[src/rtl/hazard_pkg.sv]
// Shared definitions for the pipeline hazard controller.
package hazard_pkg;

    // Stall sequencer states; encoding is fixed so waveforms decode consistently.
    typedef enum logic [1:0] {
        StRun     = 2'd0,
        StLuStall = 2'd1,
        StMemWait = 2'd2
    } hz_state_t;

    localparam logic [4:0]  REG_ZERO            = 5'd0;
    localparam int unsigned MEM_TIMEOUT_DEFAULT = 16;

endpackage

[src/rtl/hazard_ctrl_load_use_detect.sv]
// Load-use hazard detector: a load in EX writes a register the instruction in ID reads.
module load_use_detect
    import hazard_pkg::*;
(
    input  logic [4:0] id_rs,
    input  logic [4:0] id_rt,
    input  logic       id_uses_rt,
    input  logic       ex_mem_read,
    input  logic [4:0] ex_rt,
    output logic       hit
);

    // $0 is hardwired to zero, so a load targeting it never creates a dependency.
    always_comb begin
        hit = ex_mem_read && (ex_rt != REG_ZERO) &&
              ((ex_rt == id_rs) || (id_uses_rt && (ex_rt == id_rt)));
    end

endmodule

[src/rtl/hazard_ctrl.sv]
// Pipeline hazard controller for the 5-stage MIPS datapath.
// Handles load-use stalls, taken-branch flushes and data-memory wait states,
// with a watchdog that raises a sticky mem_err when memory stays busy too long.
// Optional statistics counters are built when HAZARD_STATS_EN is defined.
module hazard_ctrl
    import hazard_pkg::*;
#(
    parameter int unsigned MEM_TIMEOUT = MEM_TIMEOUT_DEFAULT
`ifdef HAZARD_STATS_EN
    ,
    parameter int unsigned CNT_W = 16
`endif
) (
    input  logic             clk,
    input  logic             rst,
    input  logic [4:0]       id_rs,
    input  logic [4:0]       id_rt,
    input  logic             id_uses_rt,
    input  logic             ex_mem_read,
    input  logic [4:0]       ex_rt,
    input  logic             ex_branch_taken,
    input  logic             mem_busy,
    output logic             pc_write,
    output logic             if_id_write,
    output logic             id_ex_bubble,
    output logic             if_id_flush,
    output logic             id_ex_flush,
    output logic             ex_mem_hold,
    output logic             mem_err
`ifdef HAZARD_STATS_EN
    ,
    output logic [CNT_W-1:0] stall_count,
    output logic [CNT_W-1:0] flush_count
`endif
);

    localparam int unsigned      WaitW    = $clog2(MEM_TIMEOUT + 1);
    // Counter value on the busy cycle that completes the timeout window.
    localparam logic [WaitW-1:0] WaitLast = WaitW'(MEM_TIMEOUT - 1);

    hz_state_t        state_q, state_d;
    logic [WaitW-1:0] wait_q, wait_d;
    logic             mem_err_q, mem_err_d;
    logic             lu_hit;

    load_use_detect u_load_use_detect (
        .id_rs       (id_rs),
        .id_rt       (id_rt),
        .id_uses_rt  (id_uses_rt),
        .ex_mem_read (ex_mem_read),
        .ex_rt       (ex_rt),
        .hit         (lu_hit)
    );

    // Next-state and zero-latency pipeline controls from current state and inputs.
    always_comb begin
        pc_write     = 1'b1;
        if_id_write  = 1'b1;
        id_ex_bubble = 1'b0;
        if_id_flush  = 1'b0;
        id_ex_flush  = 1'b0;
        ex_mem_hold  = 1'b0;
        state_d      = StRun;
        wait_d       = '0;
        mem_err_d    = mem_err_q;

        case (state_q)
            StRun, StLuStall: begin
                if (mem_busy) begin
                    pc_write    = 1'b0;
                    if_id_write = 1'b0;
                    ex_mem_hold = 1'b1;
                    if (MEM_TIMEOUT <= 1) begin
                        // A one-cycle window expires on its first busy cycle.
                        mem_err_d = 1'b1;
                    end else begin
                        wait_d  = WaitW'(1);
                        state_d = StMemWait;
                    end
                end else if (ex_branch_taken) begin
                    if_id_flush = 1'b1;
                    id_ex_flush = 1'b1;
                end else if ((state_q == StRun) && lu_hit) begin
                    // The bubble cycle resolves the hazard, so LU_STALL skips detection.
                    pc_write     = 1'b0;
                    if_id_write  = 1'b0;
                    id_ex_bubble = 1'b1;
                    state_d      = StLuStall;
                end
            end
            StMemWait: begin
                // EX is frozen here, so a branch indication is stale and ignored.
                if (mem_busy) begin
                    pc_write    = 1'b0;
                    if_id_write = 1'b0;
                    ex_mem_hold = 1'b1;
                    if (wait_q == WaitLast) begin
                        mem_err_d = 1'b1;
                    end else begin
                        wait_d  = wait_q + WaitW'(1);
                        state_d = StMemWait;
                    end
                end
            end
            default: begin
                state_d = StRun;
            end
        endcase

        // Reset drives the pipe into a flushed, bubbled, non-advancing state.
        if (rst) begin
            pc_write     = 1'b0;
            if_id_write  = 1'b0;
            id_ex_bubble = 1'b1;
            if_id_flush  = 1'b1;
            id_ex_flush  = 1'b1;
            ex_mem_hold  = 1'b0;
        end
    end

    // State, wait counter and sticky timeout flag.
    always_ff @(posedge clk) begin
        if (rst) begin
            state_q   <= StRun;
            wait_q    <= '0;
            mem_err_q <= 1'b0;
        end else begin
            state_q   <= state_d;
            wait_q    <= wait_d;
            mem_err_q <= mem_err_d;
        end
    end

    // The flag reads clear for the whole reset cycle, not only after it.
    always_comb begin
        mem_err = mem_err_q & ~rst;
    end

`ifdef HAZARD_STATS_EN
    logic [CNT_W-1:0] stall_q, flush_q;

    // Saturating counts of stalled-PC cycles and IF/ID flush cycles.
    always_ff @(posedge clk) begin
        if (rst) begin
            stall_q <= '0;
            flush_q <= '0;
        end else begin
            if (!pc_write && (stall_q != {CNT_W{1'b1}})) begin
                stall_q <= stall_q + CNT_W'(1);
            end
            if (if_id_flush && (flush_q != {CNT_W{1'b1}})) begin
                flush_q <= flush_q + CNT_W'(1);
            end
        end
    end

    // Counters read zero while reset is held.
    always_comb begin
        stall_count = rst ? '0 : stall_q;
        flush_count = rst ? '0 : flush_q;
    end
`endif

endmodule

[config.mk]
export PLATFORM = sky130hd
export DESIGN_NAME = hazard_ctrl
export DESIGN_NICKNAME = d
export VERILOG_FILES = /design/src/rtl/hazard_pkg.sv /design/src/rtl/hazard_ctrl_load_use_detect.sv /design/src/rtl/hazard_ctrl.sv
export SDC_FILE = /design/constraint.sdc
export NUM_CORES = 1
export LEC_CHECK = 0
export CORE_MARGIN = 2
export CORE_UTILIZATION = 36
export DETAILED_ROUTE_END_ITERATION = 10
export GPL_TIMING_DRIVEN = 0
export PLACE_DENSITY_LB_ADDON = 0.15
export SLEW_MARGIN = 5
export SYNTH_ARGS = -nofsm -noshare
export SYNTH_HDL_FRONTEND = slang
export SYNTH_SLANG_ARGS = --single-unit
[constraint.sdc]
create_clock -name clk -period 2.2 [get_ports clk]
set_input_delay 0.44 -clock clk [delete_from_list [all_inputs] [get_ports clk]]
set_output_delay 0.44 -clock clk [all_outputs]
set_load 0.005 [all_outputs]
== Word-level counts from Yosys, hierarchy flattened ==
Index checks and enable logic that the tools add are counted.
W data, S select, Z words.

* Bitwise operators: 2
* Div/mod/pow operators: 0
* Shifts and indexed selects: 0
* $mul: 0
* Equality and inequality tests: 5
* Order comparisons: 0
* $add $sub $neg: 1
* Mux-type cells: 28
* Reductions and logical operators: 10

{| class="wikitable"
|+ Operators with widths
! operator !! number
|-
| $mux W1 || 20
|-
| $eq A5 B5 Y1 || 2
|-
| $mux W5 || 2
|-
| $pmux W5 S2 || 1
|-
| $mux W2 || 3
|-
| $add A5 B1 Y5 const B || 1
|-
| $eq A5 B4 Y1 const B || 1
|-
| $reduce_bool A5 Y1 || 1
|-
| $logic_and A1 B1 Y1 || 4
|-
| $pmux W2 S2 || 1
|-
| $reduce_and A3 Y1 || 1
|-
| $reduce_or A3 Y1 || 1
|-
| $eq A2 B1 Y1 const B || 1
|-
| $eq A2 B2 Y1 const B || 1
|-
| $logic_not A2 Y1 || 1
|-
| $pmux W1 S2 || 1
|-
| $reduce_or A2 Y1 || 1
|-
| $and A1 B1 Y1 || 1
|-
| $logic_or A1 B1 Y1 || 1
|-
| $not A1 Y1 || 1
|}

* Input bits: 21
* Memories kept: 0
* Output and inout port bits: 7
* Bits in writable memories: 0
* Flip-flop bits (word level): 8
* Bits in latches: 0
* ROM bits: 0
* Logic and storage cells: 49

== Depth between registers and ports, before layout ==
Gate-level depths: netlist of run 1.

* Word-level depth: 10
* Depth in mapped cells: 5
* Depth with buffers taken out: 5

== By module ==
From an unflattened synthesis of run 1, not the netlist that was laid out.

* Cells, all modules: 57
* Area total of the unflattened synthesis: 504.2 µm²

{| class="wikitable"
|+ By module, submodules not included
! module !! times used !! area an instance (µm²) !! cells each
|-
| hazard_ctrl || 1 || 371.6 || 40
|-
| load_use_detect || 1 || 132.6 || 17
|}

== Worst setup path before layout of run 1 ==
Ideal clock, no wire load.

* Path type: input-to-output
* Start: input port ex_rt[1]
* End: output port pc_write
* Slack: 0.338 ns
* Arrival: 1.422 ns
* Required time: 1.760 ns
* Buffers on the path: 1
* Cell stages on the path: 4
* Cell sequence: or4_1 -> o21ai_2 -> o21a_1 -> buf_4

* Cells in the longest elaborated chain, start to end: 10

{| class="wikitable"
|+ Ends and longest elaborated chain
! what !! RTL line !! RTL
|-
| start, declared || hazard_ctrl.sv:20 || <nowiki>input logic [4:0] ex_rt,</nowiki>
|-
| $eq A5 B5 Y1 || hazard_ctrl_load_use_detect.sv:16 || <nowiki>((ex_rt == id_rs) || (id_uses_rt && (ex_rt == id_rt)));</nowiki>
|-
| $logic_and A1 B1 Y1 || hazard_ctrl_load_use_detect.sv:16 ||
|-
| $logic_or A1 B1 Y1 || hazard_ctrl_load_use_detect.sv:16 ||
|-
| $logic_and A1 B1 Y1 * || hazard_ctrl_load_use_detect.sv:15 || <nowiki>hit = ex_mem_read && (ex_rt != REG_ZERO) &&</nowiki>
|-
| $logic_and A1 B1 Y1 * || hazard_ctrl.sv:83 || <nowiki>end else if ((state_q == StRun) && lu_hit) begin</nowiki>
|-
| $mux W1 * (3 in series) || - ||
|-
| $pmux W1 S2 * || - ||
|-
| $mux W1 * || - ||
|-
| end, declared || hazard_ctrl.sv:23 || <nowiki>output logic pc_write,</nowiki>
|}

Every way passes the cells marked *; elsewhere a longest branch is shown, timed or not.

== Final worst setup path of run 1 ==
* Start: input port ex_mem_read
* End: output port id_ex_bubble

* Cells in the longest elaborated chain, start to end: 8

{| class="wikitable"
|+ Ends and longest elaborated chain
! what !! RTL line !! RTL
|-
| start, declared || hazard_ctrl.sv:19 || <nowiki>input logic ex_mem_read,</nowiki>
|-
| $logic_and A1 B1 Y1 (2 in series) || hazard_ctrl_load_use_detect.sv:15 ||
|-
| $logic_and A1 B1 Y1 || hazard_ctrl.sv:83 ||
|-
| $mux W1 || hazard_ctrl.sv:83 ||
|-
| $mux W1 || hazard_ctrl.sv:80 || <nowiki>end else if (ex_branch_taken) begin</nowiki>
|-
| $mux W1 || hazard_ctrl.sv:69 || <nowiki>if (mem_busy) begin</nowiki>
|-
| $mux W1 || hazard_ctrl.sv:67 || <nowiki>case (state_q)</nowiki>
|-
| $mux W1 || hazard_ctrl.sv:111 || <nowiki>if (rst) begin</nowiki>
|-
| end, declared || hazard_ctrl.sv:25 || <nowiki>output logic id_ex_bubble,</nowiki>
|}

Every way passes these cells.

==> results.md, run 1 <==
* Filler instances at 141
* Maximum operating frequency at 470 MHz
* Crit Path Class: in -> out
* Number of distinct standard cells referenced by the synthesized netlist at 27
* RSZ-0062 raised after global routing: true
* Slowest stage cell, crit path: sky130_fd_sc_hd__clkdlybuf4s50_1
* Final ANT Viol Nets at 0
* Post-synthesis cell area at 505 µm²
* Number of max-slew violations in the final report at 0
* Initial core utilization at 0.388
* Pre-antenna DRT Iters at 2
* Data arrival time of the critical path at 1690 ps
* Hold Buf Count CTS at 0
* Post-synthesis async set-or-reset flop share at 0
* Total via count after detailed routing at 509
* Sum of internal, switching and leakage power at 350 µW
* Root buffer selected by CTS: sky130_fd_sc_hd__clkbuf_4
* Highest cell delay on the worst timing path at 460 ps
* Global-route wire length before repair at 1880 µm
* Die Area at 1720 µm²
* Kind of cell adding the most delay to the critical path: buffers and inverters
* Worst slew pin tran at 293 ps
* Peak ir drop on the vdd network at 0.398 mV
* Most instantiated flip-flop cell in the synthesis netlist: sky130_fd_sc_hd__dfxtp_1
* Number of top-level design ports at 28
* Worst relative slew slack at 0.804
* Tmin final at 2130 ps
* Worst path bufs/invs at 3
* Area added between synthesis and finish at 63.1%
* Antenna violations before repair at 0
* Critical path cell sequence: clkdlybuf4s50_1 > nor4b_4 > o21ai_2 > buf_4 > o31ai_2 > buf_2
* Sum of overflow across all layers after global routing at 0
* Setup slack of the critical path after layout at 73.1 ps
* Post-layout nets at 111
* Max-cap check violation count at 0
* Power density over the cells at 425 nW/µm²
* Site row count at 13
* Proportion of netlist area held by the largest area contributor at 0.317
* Cell depth of the worst flop-to-flop path at 5
* CP endpoint kind: output port
* Floorplan die height at 41.5 µm
* Drt first-iter violations at 4
* Met3 wire length at 85 µm
* Post-synth EDFFs at 0
* Cell depth of the worst hold path at 1
* CP max FO at 2
* Pin count of the biggest net entering global routing at 9
* Crit path required time at 1760 ps
* Chip Width at 41.5 µm
* Met2 wirelength from detailed routing at 551 µm
* CTS tree: built
* Final non-filler cell area at 825 µm²
* Category of the worst setup path launch point: input port
* Top cell type by total area after synthesis: sky130_fd_sc_hd__dfxtp_1
* Global-route usage over all layers at 0.146
* Via density per instance at 4.99
* Hold_ws at 483 ps
* Min-Delay Path Class: reg -> reg
* Worst slack, placed at -712 ps
* Cells after Synth at 54
* Start point of the worst hold path: wait_q[4]$_SDFF_PP0_
* Total number of H-tree levels at 1
* DP HPWL at 916 µm
* Ys Warns at 0
* Final-report setup violation count at 0
* Via count of the first global-routing pass at 462
* Final worst-path cycle share at 0.967
* Hold violation count in the final report at 0
* Levels on crit path at 6
* Worst clock skew on the final layout at 7.37 ps
* Launch point of the worst reg-to-reg path: wait_q[0]$_SDFF_PP0_
* CTS Buffer Depth at 2
* Yosys reg bits at 8
* Routed metal-1 wirelength at 518 µm
* Num CTS Buffers at 3
* Number of design rule violations left after detail routing at 0
* Synthesized area per cell at 9.36 µm²
* Drt total wl at 1160 µm
* Cell types occupying the most area after synthesis: sky130_fd_sc_hd__dfxtp_1 (32%), sky130_fd_sc_hd__xor2_1 (17%), sky130_fd_sc_hd__nor4_2 (5.0%)
* Standby leakage power at 0.000395 µW
* Sequential-to-total area share from yosys stat at 0.317
* Detail-routed net length per standard cell at 11.3 µm
* Clock slew at reported path FFs at 50 ps
* Number of nets in the synthesized netlist at 76
* Clk sinks at 8
* Placed Instance Area at 795 µm²
* Clock Latency Late Sink at 260 ps
* Antenna cells at 0
* Number of buffer cells added on primary ports at 27
* GP Congestion at 0.748
* Setup crit start: ex_mem_read
* Core area at 1300 µm²
* Run status: completed
* Share of cells above drive strength 1 at 0.310
* Top routing layer in use: met3
## per-stage QoR
stage | cells | utilization | TNS (ps)
6_report | 102 | 0.634 | 0
4_1_cts | 101 | 0.634 | -11.0
2_1_floorplan | 54 | - | 0
3_5_place_dp | 96 | 0.611 | -2170
3_3_place_gp | 96 | 0.611 | -2000
5_1_grt | 102 | 0.634 | -1.60
## kinds of logic (layout without fill, tap and decap cells)
group | Yosys count | after routing | share of synthesized area
AOI/OAI and AO/OA | 8 | 8 | 0.136
xor gates and xnor gates | 12 | 12 | 0.208
DFF | 8 | 8 | 0.317
buffers and inverters | 3 | 36 | 0.0371
adders and majority gates | 1 | 1 | 0.0247
and+or+nand+nor | 22 | 22 | 0.277
## layout make-up
type | count | area, µm² | share of cell area
inverters | 1 | 3.75 | 0.00455
plain buffers | 2 | 15.0 | 0.0182
flip-flops and latches | 8 | 160 | 0.194
multi-input cells | 43 | 353 | 0.428
clock buffers | 3 | 22.5 | 0.0273
repair buffers | 30 | 251 | 0.305
well taps | 15 | 18.8 | 0.0228
## metal layers
metal | vias to the layer above | global-route usage
met5 | - | 0
met1 | 223 | 0.166
met3 | 0 | 0.0826
met2 | 23 | 0.225
met4 | 0 | 0.0581
li1 | 263 | -
## final timing paths
| kind | slack [ps] | end |
|---|---|---|
| worst max-delay path | 70 | id_ex_bubble |
| worst min-delay path | 480 | wait_q[4]$_SDFF_PP0_ |
| worst max register to register | 990 | wait_q[0]$_SDFF_PP0_ |
| worst min register to register | 480 | wait_q[4]$_SDFF_PP0_ |
## sequential cells by signal, indices dropped and copies added (netlist names)
register	cells
mem_err_q	1
state_q	2
wait_q	5
## power by group
group	internal, µW	leakage, µW	switching, µW	total (µW)
logic	52.6	0.000316	36.2	88.9
registers	147	0.0000650	2.91	150
clock network	62.3	0.0000138	48.6	111
total	262	0.000395	87.7	350
## cell usage after synthesis (2+ instances only)
master and count:
sky130_fd_sc_hd__and3_1 2, sky130_fd_sc_hd__dfxtp_1 8, sky130_fd_sc_hd__buf_4 2, sky130_fd_sc_hd__nand3_1 2, sky130_fd_sc_hd__nor3_1 2, sky130_fd_sc_hd__nor2_1 4
sky130_fd_sc_hd__nor4_2 2, sky130_fd_sc_hd__xor2_1 10, sky130_fd_sc_hd__xnor2_1 2, sky130_fd_sc_hd__nand2_1 3
## placed cells by master, fill, tap and decap left out, types with 2 or more instances in the layout
cell type,instances
sky130_fd_sc_hd__dlygate4sd2_1,6
sky130_fd_sc_hd__clkbuf_2,5
sky130_fd_sc_hd__clkbuf_4,3
sky130_fd_sc_hd__nand3_1,2
sky130_fd_sc_hd__buf_2,4
sky130_fd_sc_hd__xor2_1,10
sky130_fd_sc_hd__dfxtp_1,8
sky130_fd_sc_hd__nor2_1,4
sky130_fd_sc_hd__clkdlybuf4s50_1,7
sky130_fd_sc_hd__xnor2_1,2
sky130_fd_sc_hd__nor3_1,2
sky130_fd_sc_hd__nor4_2,2
sky130_fd_sc_hd__nand2_1,3
sky130_fd_sc_hd__buf_4,5
sky130_fd_sc_hd__dlymetal6s2s_1,4
sky130_fd_sc_hd__and3_1,2
## timing repair
action | 4_1_cts | 5_1_grt
hold endpoints to repair | 0 | 0
buffers inserted | 2 | 1
gates cloned | 0 | 0
gates resized for setup | 33 | 15
setup endpoints to repair | 6 | 3
pin swaps | 7 | 9
Note: power is estimated with default switching activity, not from simulation.
==> run 2: changes to the inputs <==
- HOLD_SLACK_MARGIN: not set -> 0.03
- SKIP_LAST_GASP: not set -> 1
==> run 2 against run 1 <==
Net effect:
- register-to-register slack is essentially flat
- clock power is essentially flat
- maximum frequency is essentially flat
- die area is the same
- critical path depth is the same
- power grew 0.29%
- worst setup slack is essentially flat
- sequential share of layout area shrank 0.059 points
- via count shrank 0.59%
- critical path type unchanged
==> results.md, run 2 (synthesis results as in run 1) <==
* Final ANT Viol Nets at 0 (unchanged)
* CP max FO at 2 (unchanged)
* Core occupancy in the finished layout at 0.636 (+0.00192)
* Pin count of the biggest net entering global routing at 9 (unchanged)
* RSZ-0062 raised after global routing: true
* Crit path required time at 1760 ps (about the same)
* Relative contribution of combinational cells to total power at 0.256 (+0.002)
* Worst clock skew on the final layout at 7.07 ps (-0.303 ps)
* CTS Buffer Depth at 2 (unchanged)
* Data arrival time of the critical path at 1690 ps (about the same)
* Total via count after detailed routing at 506 (-0.59%)
* Antenna violations before repair at 0 (unchanged)
* Largest register by flop count: wait_q
* Worst slew pin tran at 294 ps (+0.102 ps)
* Drt first-iter violations at 4 (unchanged)
* Final-report setup violation count at 0 (unchanged)
* Clock Latency Late Sink at 260 ps (about the same)
* Critical path cell sequence: clkdlybuf4s50_1 > nor4b_4 > o21ai_2 > buf_4 > o31ai_2 > buf_2
* Min-Delay Path Class: reg -> reg
* Via density per instance at 4.96 (-0.59%)
* Initial core utilization at 0.388 (unchanged)
* Drt total wl at 1170 µm (+0.87%)
* Highest cell delay on the worst timing path at 460 ps (about the same)
* Worst path bufs/invs at 3 (unchanged)
* Chip Width at 41.5 µm (unchanged)
* Switching Share at 0.252 (+0.00188)
* Clk sinks at 8 (unchanged)
* Number of flip-flops under the largest register name at 5 (unchanged)
* Area of the multi-input gates at 358 µm² (+1.4%)
* Slowest stage cell, crit path: sky130_fd_sc_hd__clkdlybuf4s50_1
* CP endpoint kind: output port
* Crit Path Class: in -> out
* Kind of cell adding the most delay to the critical path: buffers and inverters
* Via count of the first global-routing pass at 463 (+0.22%)
* Maximum operating frequency at 470 MHz (about the same)
* Standby leakage power at 0.000403 µW (+2.0%)
* Area added between synthesis and finish at 63.6%
* Sum of overflow across all layers after global routing at 0 (unchanged)
* Total Neg Setup Slack at 0 ps (unchanged)
* Peak ir drop on the vdd network at 0.398 mV (about the same)
* Floorplan die height at 41.5 µm (unchanged)
* Run status: completed
* Clock slew at reported path FFs at 50 ps (about the same)
* DP HPWL at 916 µm (unchanged)
* Clock share of power at 0.315 (-0.002)
* Reported net switching power at 88.6 µW (+1.0%)
* Root buffer selected by CTS: sky130_fd_sc_hd__clkbuf_4
* Power density over the cells at 425 nW/µm² (about the same)
* Total number of H-tree levels at 1 (unchanged)
* Part of the power in registers at 0.428 (about the same)
* Global-route usage over all layers at 0.147 (+0.000898)
* Internal power at 263 µW (about the same)
* Worst relative slew slack at 0.804 (about the same)
* Number of design rule violations left after detail routing at 0 (unchanged)
* Die Area at 1720 µm² (unchanged)
* Filler instances at 137 (-2.8%)
* Share of cells above drive strength 1 at 0.322 (+0.0115)
* Pre-antenna DRT Iters at 2 (unchanged)
* Leading cell types in the layout, fill and taps excluded: sky130_fd_sc_hd__xor2_1 (10), sky130_fd_sc_hd__dfxtp_1 (8), sky130_fd_sc_hd__clkdlybuf4s50_1 (7)
* Number of top-level design ports at 28 (unchanged)
* Most common cell after layout, fill and taps aside: sky130_fd_sc_hd__xor2_1
* Number of buffer cells added on primary ports at 27 (unchanged)
* Category of the worst setup path launch point: input port
* Hold violation count in the final report at 0 (unchanged)
* GP Congestion at 0.748 (unchanged)
* Global-route wire length before repair at 1890 µm (+0.75%)
* Final worst-path cycle share at 0.967 (about the same)
* CTS tree: built
* Reg area at 160 µm² (unchanged)
* Max-cap check violation count at 0 (unchanged)
* Tmin final at 2130 ps (+0.0396 ps)
* Antenna cells at 0 (unchanged)
* Post-layout nets at 111 (unchanged)
* Largest registers in the final layout: wait_q: 5 flops, state_q: 2 flops, mem_err_q: 1 flops
* Detail-routed net length per standard cell at 11.4 µm (+0.87%)
* Site row count at 13 (unchanged)
* Number of max-slew violations in the final report at 0 (unchanged)
* Num CTS Buffers at 3 (unchanged)
* Core area at 1300 µm² (unchanged)
## run 2: final timing paths
| kind | start | end | slack [ps] | depth (start not counted) |
|---|---|---|---|---|
| setup / recovery | ex_mem_read | id_ex_bubble | 70 | 6 |
| hold / removal | wait_q[4]$_SDFF_PP0_ | wait_q[4]$_SDFF_PP0_ | 480 | 1 |
| setup reg to reg | wait_q[0]$_SDFF_PP0_ | wait_q[0]$_SDFF_PP0_ | 990 | 5 |
| hold reg to reg | wait_q[4]$_SDFF_PP0_ | wait_q[4]$_SDFF_PP0_ | 480 | 1 |
## run 2: area by class of cell
type,instances,area share
inverter,1,0.00454
buffer,2,0.0182
multi-input combinational,43,0.433
timing repair buffer,30,0.301
sequential,8,0.194
clock buffer,3,0.0272
tap,15,0.0227
## run 2: worst reg2reg max path: stages, from the launching register on
cell and delay [ps]:
sky130_fd_sc_hd__dfxtp_1 350, sky130_fd_sc_hd__ha_1 190, sky130_fd_sc_hd__nand3_1 90, sky130_fd_sc_hd__nor2_1 230
sky130_fd_sc_hd__a21boi_2 90, sky130_fd_sc_hd__a21boi_0 130
## run 2: repair_timing
action / CTS / global route
hold buffers: 0 / 0
setup buffers: 2 / 1
gates resized for setup: 31 / 19
setup endpoints to repair: 6 / 3
pin swaps: 7 / 9
gates cloned: 0 / 0
## run 2: metrics by stage
stage	cells	cell area, µm²	hold slack [ps]	setup WS [ps]	power [µW]
3_5_place_dp	96	795	472	-712	247
6_report	102	827	483	73.1	351
5_1_grt	102	827	505	-1.60	377
4_1_cts	101	825	484	-30.7	361
3_3_place_gp	96	795	468	-669	246
2_1_floorplan	54	505	446	338	186
## run 2: power groups by stage
stage	registers, µW	logic [µW]	clock network (µW)
after floorplan	152	34.2	0
after global placement	153	93.3	0
after detailed placement	153	94.6	0
after CTS	150	90.5	120
after global routing	150	97.9	129
final	150	90.1	111
## run 2: metal layers
metal / GRT usage / vias to the layer above / wire (µm)
met3: 0.0826 / 0 / 96
met2: 0.225 / 23 / 553
met1: 0.169 / 221 / 515
li1: - / 262 / -
met4: 0.0581 / 0 / 0
met5: 0 / - / 0
